<file path="config.mk">
export PLATFORM = sky130hd
export DESIGN_NAME = gpu_cmd_dispatcher
export DESIGN_NICKNAME = d
export VERILOG_FILES = /design/src/rtl/gpu_cmd_dispatcher.sv
export SDC_FILE = /design/constraint.sdc
export NUM_CORES = 1
export LEC_CHECK = 0
export ABC_CLOCK_PERIOD_IN_PS = 5300
export BUFFER_PORTS_ARGS = -buffer_cell sky130_fd_sc_hd__buf_2
export CAP_MARGIN = 30
export CORE_ASPECT_RATIO = 0.5
export CORE_MARGIN = 2
export CORE_UTILIZATION = 35
export DETAILED_ROUTE_END_ITERATION = 7
export GPL_TIMING_DRIVEN = 0
export PLACE_DENSITY_LB_ADDON = 0.3
export SYNTH_ARGS = -nofsm -noshare
export SYNTH_HDL_FRONTEND = slang
export SYNTH_SLANG_ARGS = --single-unit
export TNS_END_PERCENT = 30
</file>
<file path="constraint.sdc">
create_clock -name clk -period 5.3 [get_ports clk]
set_clock_uncertainty 0.2 [all_clocks]
set_input_delay 0.265 -clock clk [delete_from_list [all_inputs] [get_ports clk]]
set_output_delay 0.265 -clock clk [all_outputs]
set_load 0.005 [all_outputs]
</file>
<file path="src/rtl/gpu_cmd_dispatcher.sv">
// Command dispatcher between the GPU command FIFO and the raster engines.
// Pops one command at a time from a show-ahead FIFO and latches its fields.
// It pulses a start to the selected engine, then waits for that engine's
// done, with a watchdog that aborts engines that never finish.
// Illegal opcodes are popped, counted and dropped.
//
// Ports:
//   clk, n_rst              clock, synchronous active-low reset
//   fifo_empty_i            FIFO empty; head fields valid when low
//   opcode_i .. b_i         head command fields
//   done_*_i                single-cycle engine completion pulses
//   pop_o                   combinational FIFO pop (IDLE only)
//   x1_o .. b_o             fields of the last dispatched draw command
//   run_*_o                 one-cycle engine start pulses
//   abort_o                 one-cycle abort to all engines on timeout
//   busy_o                  high whenever not IDLE
//   illegal_o, err_count_o  dropped-opcode pulse and saturating count
module gpu_cmd_dispatcher #(
    parameter int WIDTH_BITS     = 10,
    parameter int HEIGHT_BITS    = 9,
    parameter int CHANNEL_BITS   = 8,
    parameter int TIMEOUT_BITS   = 16,
    parameter int TIMEOUT_CYCLES = 50000,
    parameter int ERR_BITS       = 4
) (
    input  logic                    clk,
    input  logic                    n_rst,
    input  logic                    fifo_empty_i,
    input  logic [3:0]              opcode_i,
    input  logic [WIDTH_BITS-1:0]   x1_i,
    input  logic [WIDTH_BITS-1:0]   x2_i,
    input  logic [HEIGHT_BITS-1:0]  y1_i,
    input  logic [HEIGHT_BITS-1:0]  y2_i,
    input  logic [WIDTH_BITS-1:0]   rad_i,
    input  logic [CHANNEL_BITS-1:0] r_i,
    input  logic [CHANNEL_BITS-1:0] g_i,
    input  logic [CHANNEL_BITS-1:0] b_i,
    input  logic                    done_line_i,
    input  logic                    done_fill_i,
    input  logic                    done_circle_i,
    output logic                    pop_o,
    output logic [WIDTH_BITS-1:0]   x1_o,
    output logic [WIDTH_BITS-1:0]   x2_o,
    output logic [HEIGHT_BITS-1:0]  y1_o,
    output logic [HEIGHT_BITS-1:0]  y2_o,
    output logic [WIDTH_BITS-1:0]   rad_o,
    output logic [CHANNEL_BITS-1:0] r_o,
    output logic [CHANNEL_BITS-1:0] g_o,
    output logic [CHANNEL_BITS-1:0] b_o,
    output logic                    run_line_o,
    output logic                    run_fill_o,
    output logic                    run_circle_o,
    output logic                    abort_o,
    output logic                    busy_o,
    output logic                    illegal_o,
    output logic [ERR_BITS-1:0]     err_count_o
);

    typedef enum logic [1:0] {
        S_IDLE,
        S_DISPATCH,
        S_WAIT
    } state_t;

    localparam logic [3:0] OP_NOP  = 4'h0;
    localparam logic [3:0] OP_LINE = 4'h4;
    localparam logic [3:0] OP_FILL = 4'h5;
    localparam logic [3:0] OP_CIRC = 4'h6;

    localparam bit TO_EN = (TIMEOUT_CYCLES != 0);
    localparam logic [TIMEOUT_BITS-1:0] TO_LAST =
        TIMEOUT_BITS'(TIMEOUT_CYCLES - 1);

    state_t                  state_q, state_d;
    logic [3:0]              op_q, op_d;
    logic [TIMEOUT_BITS-1:0] cnt_q, cnt_d;
    logic [WIDTH_BITS-1:0]   x1_q, x1_d, x2_q, x2_d, rad_q, rad_d;
    logic [HEIGHT_BITS-1:0]  y1_q, y1_d, y2_q, y2_d;
    logic [CHANNEL_BITS-1:0] r_q, r_d, g_q, g_d, b_q, b_d;
    logic                    rl_q, rl_d, rf_q, rf_d, rc_q, rc_d;
    logic                    abort_q, abort_d, ill_q, ill_d;
    logic [ERR_BITS-1:0]     err_q, err_d;
    logic                    pop;
    logic                    legal;
    logic                    act_done;

    assign legal = (opcode_i == OP_LINE) || (opcode_i == OP_FILL) ||
                   (opcode_i == OP_CIRC);

    // Only the engine that was started may end the WAIT.
    assign act_done = ((op_q == OP_LINE) && done_line_i) ||
                      ((op_q == OP_FILL) && done_fill_i) ||
                      ((op_q == OP_CIRC) && done_circle_i);

    always_comb begin
        state_d = state_q;
        op_d    = op_q;
        cnt_d   = cnt_q;
        x1_d    = x1_q;
        x2_d    = x2_q;
        y1_d    = y1_q;
        y2_d    = y2_q;
        rad_d   = rad_q;
        r_d     = r_q;
        g_d     = g_q;
        b_d     = b_q;
        err_d   = err_q;
        rl_d    = 1'b0;
        rf_d    = 1'b0;
        rc_d    = 1'b0;
        abort_d = 1'b0;
        ill_d   = 1'b0;
        pop     = 1'b0;
        unique case (state_q)
            S_IDLE: begin
                if (!fifo_empty_i) begin
                    pop  = 1'b1;
                    op_d = opcode_i;
                    if (legal) begin
                        x1_d    = x1_i;
                        x2_d    = x2_i;
                        y1_d    = y1_i;
                        y2_d    = y2_i;
                        rad_d   = rad_i;
                        r_d     = r_i;
                        g_d     = g_i;
                        b_d     = b_i;
                        rl_d    = (opcode_i == OP_LINE);
                        rf_d    = (opcode_i == OP_FILL);
                        rc_d    = (opcode_i == OP_CIRC);
                        state_d = S_DISPATCH;
                    end else if (opcode_i != OP_NOP) begin
                        ill_d = 1'b1;
                        if (err_q != '1) begin
                            err_d = err_q + 1'b1;
                        end
                    end
                end
            end
            S_DISPATCH: begin
                cnt_d   = '0;
                state_d = S_WAIT;
            end
            S_WAIT: begin
                // Done takes priority over a coincident timeout.
                if (act_done) begin
                    state_d = S_IDLE;
                end else if (TO_EN && (cnt_q == TO_LAST)) begin
                    abort_d = 1'b1;
                    state_d = S_IDLE;
                end else begin
                    cnt_d = cnt_q + 1'b1;
                end
            end
            default: state_d = S_IDLE;
        endcase
    end

    always_ff @(posedge clk) begin
        if (!n_rst) begin
            state_q <= S_IDLE;
            op_q    <= '0;
            cnt_q   <= '0;
            x1_q    <= '0;
            x2_q    <= '0;
            y1_q    <= '0;
            y2_q    <= '0;
            rad_q   <= '0;
            r_q     <= '0;
            g_q     <= '0;
            b_q     <= '0;
            rl_q    <= 1'b0;
            rf_q    <= 1'b0;
            rc_q    <= 1'b0;
            abort_q <= 1'b0;
            ill_q   <= 1'b0;
            err_q   <= '0;
        end else begin
            state_q <= state_d;
            op_q    <= op_d;
            cnt_q   <= cnt_d;
            x1_q    <= x1_d;
            x2_q    <= x2_d;
            y1_q    <= y1_d;
            y2_q    <= y2_d;
            rad_q   <= rad_d;
            r_q     <= r_d;
            g_q     <= g_d;
            b_q     <= b_d;
            rl_q    <= rl_d;
            rf_q    <= rf_d;
            rc_q    <= rc_d;
            abort_q <= abort_d;
            ill_q   <= ill_d;
            err_q   <= err_d;
        end
    end

    // Gated with reset so every output reads 0 while reset is held.
    assign pop_o        = pop && n_rst;
    assign x1_o         = x1_q;
    assign x2_o         = x2_q;
    assign y1_o         = y1_q;
    assign y2_o         = y2_q;
    assign rad_o        = rad_q;
    assign r_o          = r_q;
    assign g_o          = g_q;
    assign b_o          = b_q;
    assign run_line_o   = rl_q;
    assign run_fill_o   = rf_q;
    assign run_circle_o = rc_q;
    assign abort_o      = abort_q;
    assign busy_o       = (state_q != S_IDLE);
    assign illegal_o    = ill_q;
    assign err_count_o  = err_q;

endmodule
</file>
# After elaboration in Yosys (flattened, before gate mapping)

Index checks and enable logic that the tools add are counted.

Register bits after elaboration: 103
Input port bits: 82
Output and inout port bits: 83
Word-level logic and storage cells: 71

Add/sub/neg operators: 2
Equality and inequality tests: 15
Muxes and demuxes: 12
Bitwise gates (word level): 5
Reduce and logical (&&, ||, !) cells: 20

Operators with widths:

| cell                                                                   | count |
|---|---|
| 16-bit 2-to-1 mux                                                      | 2 |
| 16-bit one-hot mux with 2 select lines                                 | 1 |
| 4-bit by 3-bit equality test with 1-bit output (second input constant) | 6 |
| 16-bit by 1-bit adder with 16-bit output (second input constant)       | 1 |
| 16-bit equality test (second input constant)                           | 1 |
| 3-bit AND reduction                                                    | 3 |
| 2-bit 2-to-1 mux                                                       | 4 |
| 2-bit != test (second input constant)                                  | 4 |
| 4-bit OR reduction                                                     | 2 |
| 2-bit one-hot mux with 3 select lines                                  | 1 |
| 1-bit NOT                                                              | 5 |
| 5-bit AND reduction                                                    | 1 |
| 4-bit by 1-bit adder with 4-bit output (second input constant)         | 1 |
| 1-bit logical AND                                                      | 4 |
| 1-bit logical OR                                                       | 4 |
| 1-bit 2-to-1 mux                                                       | 4 |
| 4-bit != test (second input constant)                                  | 1 |
| 2-bit nonzero test                                                     | 2 |
| 4-bit nonzero test                                                     | 1 |
| 3-bit != test (second input constant)                                  | 1 |
| 3-bit OR reduction                                                     | 1 |
| 2-bit by 1-bit equality test with 1-bit output (second input constant) | 1 |
| 2-bit equality test (second input constant)                            | 1 |
| 2-bit zero test                                                        | 1 |
| 2-bit AND reduction                                                    | 1 |

# Longest topological paths before layout

Depth in word-level cells: 6
Gate-level depth with buffers: 7
Depth with buffers taken out: 6

# Worst setup path before layout

OpenSTA, ideal clock, no wires.

Kind: reg2reg
Start: register cnt_q[0]
End: register cnt_q[2]
Library setup time: 122 ps
Data arrival time: 1,550 ps
Required time: 4,978 ps
Setup slack: 3,428 ps
Stages on the path, launching flop included: 7
Path buffers: 0
Clock period less this slack: 1,872 ps
Path through: dfxtp_1 ha_1 and4_1 nand4_2 and2_4 and4b_1 a311o_1

Cells in the longest elaborated chain, start to end: 4
Elaborated cells on any way between the ends: 7
Classes of those cells: add/sub: 1; eq/ne: 2; mux: 3; reduce/logical: 1

RTL lines:

| element                                  | line | source |
|---|---|---|
| start: declaration                       | 76   | `logic [TIMEOUT_BITS-1:0] cnt_q, cnt_d;` |
| start signal: assignment                 | 181  | `cnt_q <= cnt_d;` |
| 16-bit by 1-bit adder with 16-bit output | 152  | `cnt_d = cnt_q + 1'b1;` |
| 16-bit 2-to-1 mux                        | 148  | `end else if (TO_EN && (cnt_q == TO_LAST)) begin` |
| 16-bit 2-to-1 mux                        | 146  | `if (act_done) begin` |
| 16-bit one-hot mux with 2 select lines   | 114  | `unique case (state_q)` |

Several ways; a longest one is shown, not always the timed one. The select of a mux whose other input is x is not followed.
A chain may end at the register's enable or synchronous reset.

# Final worst setup path

Start: register state_q[0]
End: register y1_q[4], in the netlist y1_o[4]

Cells in the longest elaborated chain, start to end: 2

RTL lines:

| element                       | line | source |
|---|---|---|
| start: declaration            | 74   | `state_t state_q, state_d;` |
| start signal: assignment      | 179  | `state_q <= state_d;` |
| 2-bit zero test               | 114  |  |
| 3-bit AND reduction (no line) | --   |  |
| end signal: assignment        | 184  | `y1_q <= y1_d;` |
| end: declaration              | 78   | `logic [HEIGHT_BITS-1:0] y1_q, y1_d, y2_q, y2_d;` |

No other way between the ends.

==> reports/metrics.yaml <==
synthToLayoutAreaGrowth_pct: 51.0
groute.usage.overall_pct: 19.5
die_area_um2: 12500
worst_setup_path_endpoint: "y1_o[4]$_SDFFE_PN0P_"
power.combinational.fraction_pct: 11.1
hold_class: "input port to flip-flop"
grt_overflow: 0
floorplan.rows: 27
ctsRootBufferMaster: "sky130_fd_sc_hd__clkbuf_16"
cts_made_buffers: 9
power.ir.vdd_worst_v: 0.000151
critPathKind: "flip-flop to flip-flop"
critPathLaunch: "state_q[0]$_SDFFE_PN0P_"
cts-htree-levels: 3
timing.max_cap.violations: 0
synth_sequential_area_ratio_pct: 51.1
postSynthCellCount: 488
initial_antenna_violation_count: 0
timing.reg2reg.setup_slack_ns: 3.07
drive_gt1_share_pct: 27.1
p_seq_share_pct: 48.8
dp_hpwl_mm: 7.93
drt_iter0_drc: 136
finalWorstSetupSlack_ns: 3.07
floorplan.die.height_um: 79.9
power_leakage_nw: 2.71
synth_area_um2: 4040
swShare_pct: 23.7
tns_ns: 0
drt-vias-per-instance: 4.81
rsz0062_at_grt: "no"
postSynth.asyncResetShare_pct: 0
max_slew.worst_pin.slew_ns: 0.575
setup_failing_eps_final: 0
initial_core_util_pct: 36.3
worstSetupStartpointType: "flip-flop"
outcome: "finished clean"
ys.warnings.count: 0
mostFrequentLayoutCells: "169 x sky130_fd_sc_hd__nand2_1, 165 x sky130_fd_sc_hd__buf_2, 103 x sky130_fd_sc_hd__dfxtp_1, 79 x sky130_fd_sc_hd__a21oi_1, 76 x sky130_fd_sc_hd__dlygate4sd3_1"
design.portCount: 165
grt_pass1_vias: 4155
die_w_um: 156
synth_fp_nets: 572
totalWireLength_mm: 12.2
power_switching_mw: 0.391
reg2reg_from: "state_q[0]$_SDFFE_PN0P_"
clk_path_buf_depth: 2
clk-insertion-delay-late_ns: 0.35
cts_tree: "built"
min_period_ns: 2.23
nNetsFinal: 822
io_buffer_count: 163
synth_enable_flop_cells: 0
dpl_worst_slack_ns: 3.11
cts-resized-gates: 0
mapped_avg_cell_area_um2: 8.27
critical_path.endpoint_type: "flip-flop"
nFillCells: 1016
finalWeightedCongestion: 0.795
ant_nets: 0
critPathMaxFanout: 10
fin_hold_ws_ns: 0.0436
grt_pass1_wl_mm: 19.3
finalMaxSlewViolations: 0
cts.clk_slew.worst_paths_ns: 0.07
power.total_mw: 1.65
maxSlewHeadroom_pct: 61.5
post_drt_wl_per_cell_um: 13.7
critical_path_arrival_ns: 2.23
layout.core_utilization_pct: 54.8
worstPathRequired_ns: 5.31
drtPass1Iterations: 6
internal-power_mw: 1.26
grt_start_max_net_pins: 18
fmaxAchievable_mhz: 449
post_synth_num_cell_types: 48
postSynthRegisterBits: 103
routed-via-count: 4270
drt_drc: 0
finalHoldViolations: 0
clock_power_share_pct: 40.1
cts.sink_count: 103
layout_commonest_cell: "sky130_fd_sc_hd__nand2_1"
power.density_nw_per_um2: 271
crit-reg2reg-capture: "y1_o[4]$_SDFFE_PN0P_"
core_region_area_um2: 11100
reg2regPathDepth: 6
min_period_over_period_pct: 42.0
most_instantiated_flip_flop_cell_in_the_synthesis_netlist: "sky130_fd_sc_hd__dfxtp_1"
[cells by family (layout without fill, tap and decap cells)]
logic type,after synthesis,count (layout),synth area share (%)
mux,4,4,0.992
flops,103,103,51.1
simple gates,232,232,25.7
other cells,0,1,0
compound gates,110,110,16.0
buf+inv,33,287,4.71
xor+xnor,4,4,0.868
fa+ha+maj,2,2,0.620
[critical path, stage by stage, from the launching register on]
cell and delay, ns:
sky130_fd_sc_hd__dfxtp_1 0.36, sky130_fd_sc_hd__or2_2 0.33, sky130_fd_sc_hd__nor2_4 0.15, sky130_fd_sc_hd__nand3_1 0.44, sky130_fd_sc_hd__clkbuf_1 0.38, sky130_fd_sc_hd__nand2_1 0.13, sky130_fd_sc_hd__a21oi_1 0.09
[power by group through the flow]
stage          clock network, mW  registers, mW  logic [mW]
6_report                   0.663          0.806       0.183
5_1_grt                    0.709          0.808       0.201
4_1_cts                    0.684          0.805       0.181
3_5_place_dp                   0          0.823       0.136
3_3_place_gp                   0          0.823       0.135
2_1_floorplan                  0          0.824      0.0659
[synth_stat cells, types with 3 or more instances]
cell	count	area, um^2
sky130_fd_sc_hd__a211oi_1	3	22.5
sky130_fd_sc_hd__a21oi_1	79	395
sky130_fd_sc_hd__a31o_2	3	26.3
sky130_fd_sc_hd__a31oi_1	5	31.3
sky130_fd_sc_hd__a41o_1	3	30.0
sky130_fd_sc_hd__and2_1	5	31.3
sky130_fd_sc_hd__and3_1	6	37.5
sky130_fd_sc_hd__and4_1	3	26.3
sky130_fd_sc_hd__and4b_1	3	30.0
sky130_fd_sc_hd__buf_6	8	90.1
sky130_fd_sc_hd__clkbuf_1	18	67.6
sky130_fd_sc_hd__dfxtp_1	103	2060
sky130_fd_sc_hd__inv_1	4	15.0
sky130_fd_sc_hd__mux2i_1	4	40.0
sky130_fd_sc_hd__nand2_1	169	634
sky130_fd_sc_hd__nand3_1	6	30.0
sky130_fd_sc_hd__nand4_1	5	31.3
sky130_fd_sc_hd__nor2_1	12	45.0
sky130_fd_sc_hd__nor2b_1	6	37.5
sky130_fd_sc_hd__nor3_1	3	15.0
sky130_fd_sc_hd__nor3b_1	3	22.5
sky130_fd_sc_hd__o21bai_1	4	30.0
[sequential cells by signal, indices dropped and copies added, names as in the netlist]
signal	count
run_fill_o	1
y1_o	9
b_o	8
illegal_o	1
run_line_o	1
y2_o	9
g_o	8
err_count_o	4
r_o	8
x1_o	10
op_q	4
run_circle_o	1
rad_o	10
abort_o	1
state_q	2
cnt_q	16
x2_o	10
[timing repair]
item / 4_1_cts / 5_1_grt
endpoints found under the hold margin: 77 / 0
hold buffers: 76 / 0
setup buffers: 0 / 0
[area by class of cell]
class                           instances  area [um^2]  share of cell area [%]
Sequential cell                       103         2060                    33.8
Multi-Input combinational cell        352         1780                    29.3
Timing Repair Buffer                  239         1580                    25.9
Clock buffer                            9          225                    3.70
Tap cell                              145          181                    2.98
Buffer                                 29          175                    2.87
Clock inverter                          6         71.3                    1.17
Inverter                                4         15.0                   0.246
Antenna cell                            1         2.50                  0.0411
[layer usage]
metal,GRT usage [%],vias to the layer above,routed length (um)
met5,0,-,0
met4,11.1,0,501
met3,5.16,40,466
met2,35.0,103,6120
met1,21.3,1989,5080
li1,-,2138,-
[how the worst min path moves through the flow]
stage	start	to	slack, ns	cells past startpoint
after floorplan	opcode_i[0]	run_circle_o$_SDFF_PP0_	0.14	1
after global placement	x1_o[0]$_SDFFE_PN0P_	x1_o[0]$_SDFFE_PN0P_	0.24	2
after detailed placement	rad_o[2]$_SDFFE_PN0P_	rad_o[2]$_SDFFE_PN0P_	0.24	2
after CTS	fifo_empty_i	op_q[0]$_SDFFE_PN0P_	0.03	4
after global routing	fifo_empty_i	op_q[3]$_SDFFE_PN0P_	0.07	4
final	fifo_empty_i	op_q[0]$_SDFFE_PN0P_	0.04	4
[through the flow]
step	instance area [um^2]	std cells
floorplan	4040	488
global placement	5030	796
global route	6090	887
detailed placement	5030	796
CTS	6090	887
finish	6090	888
Power figures use the tool's default switching activity.
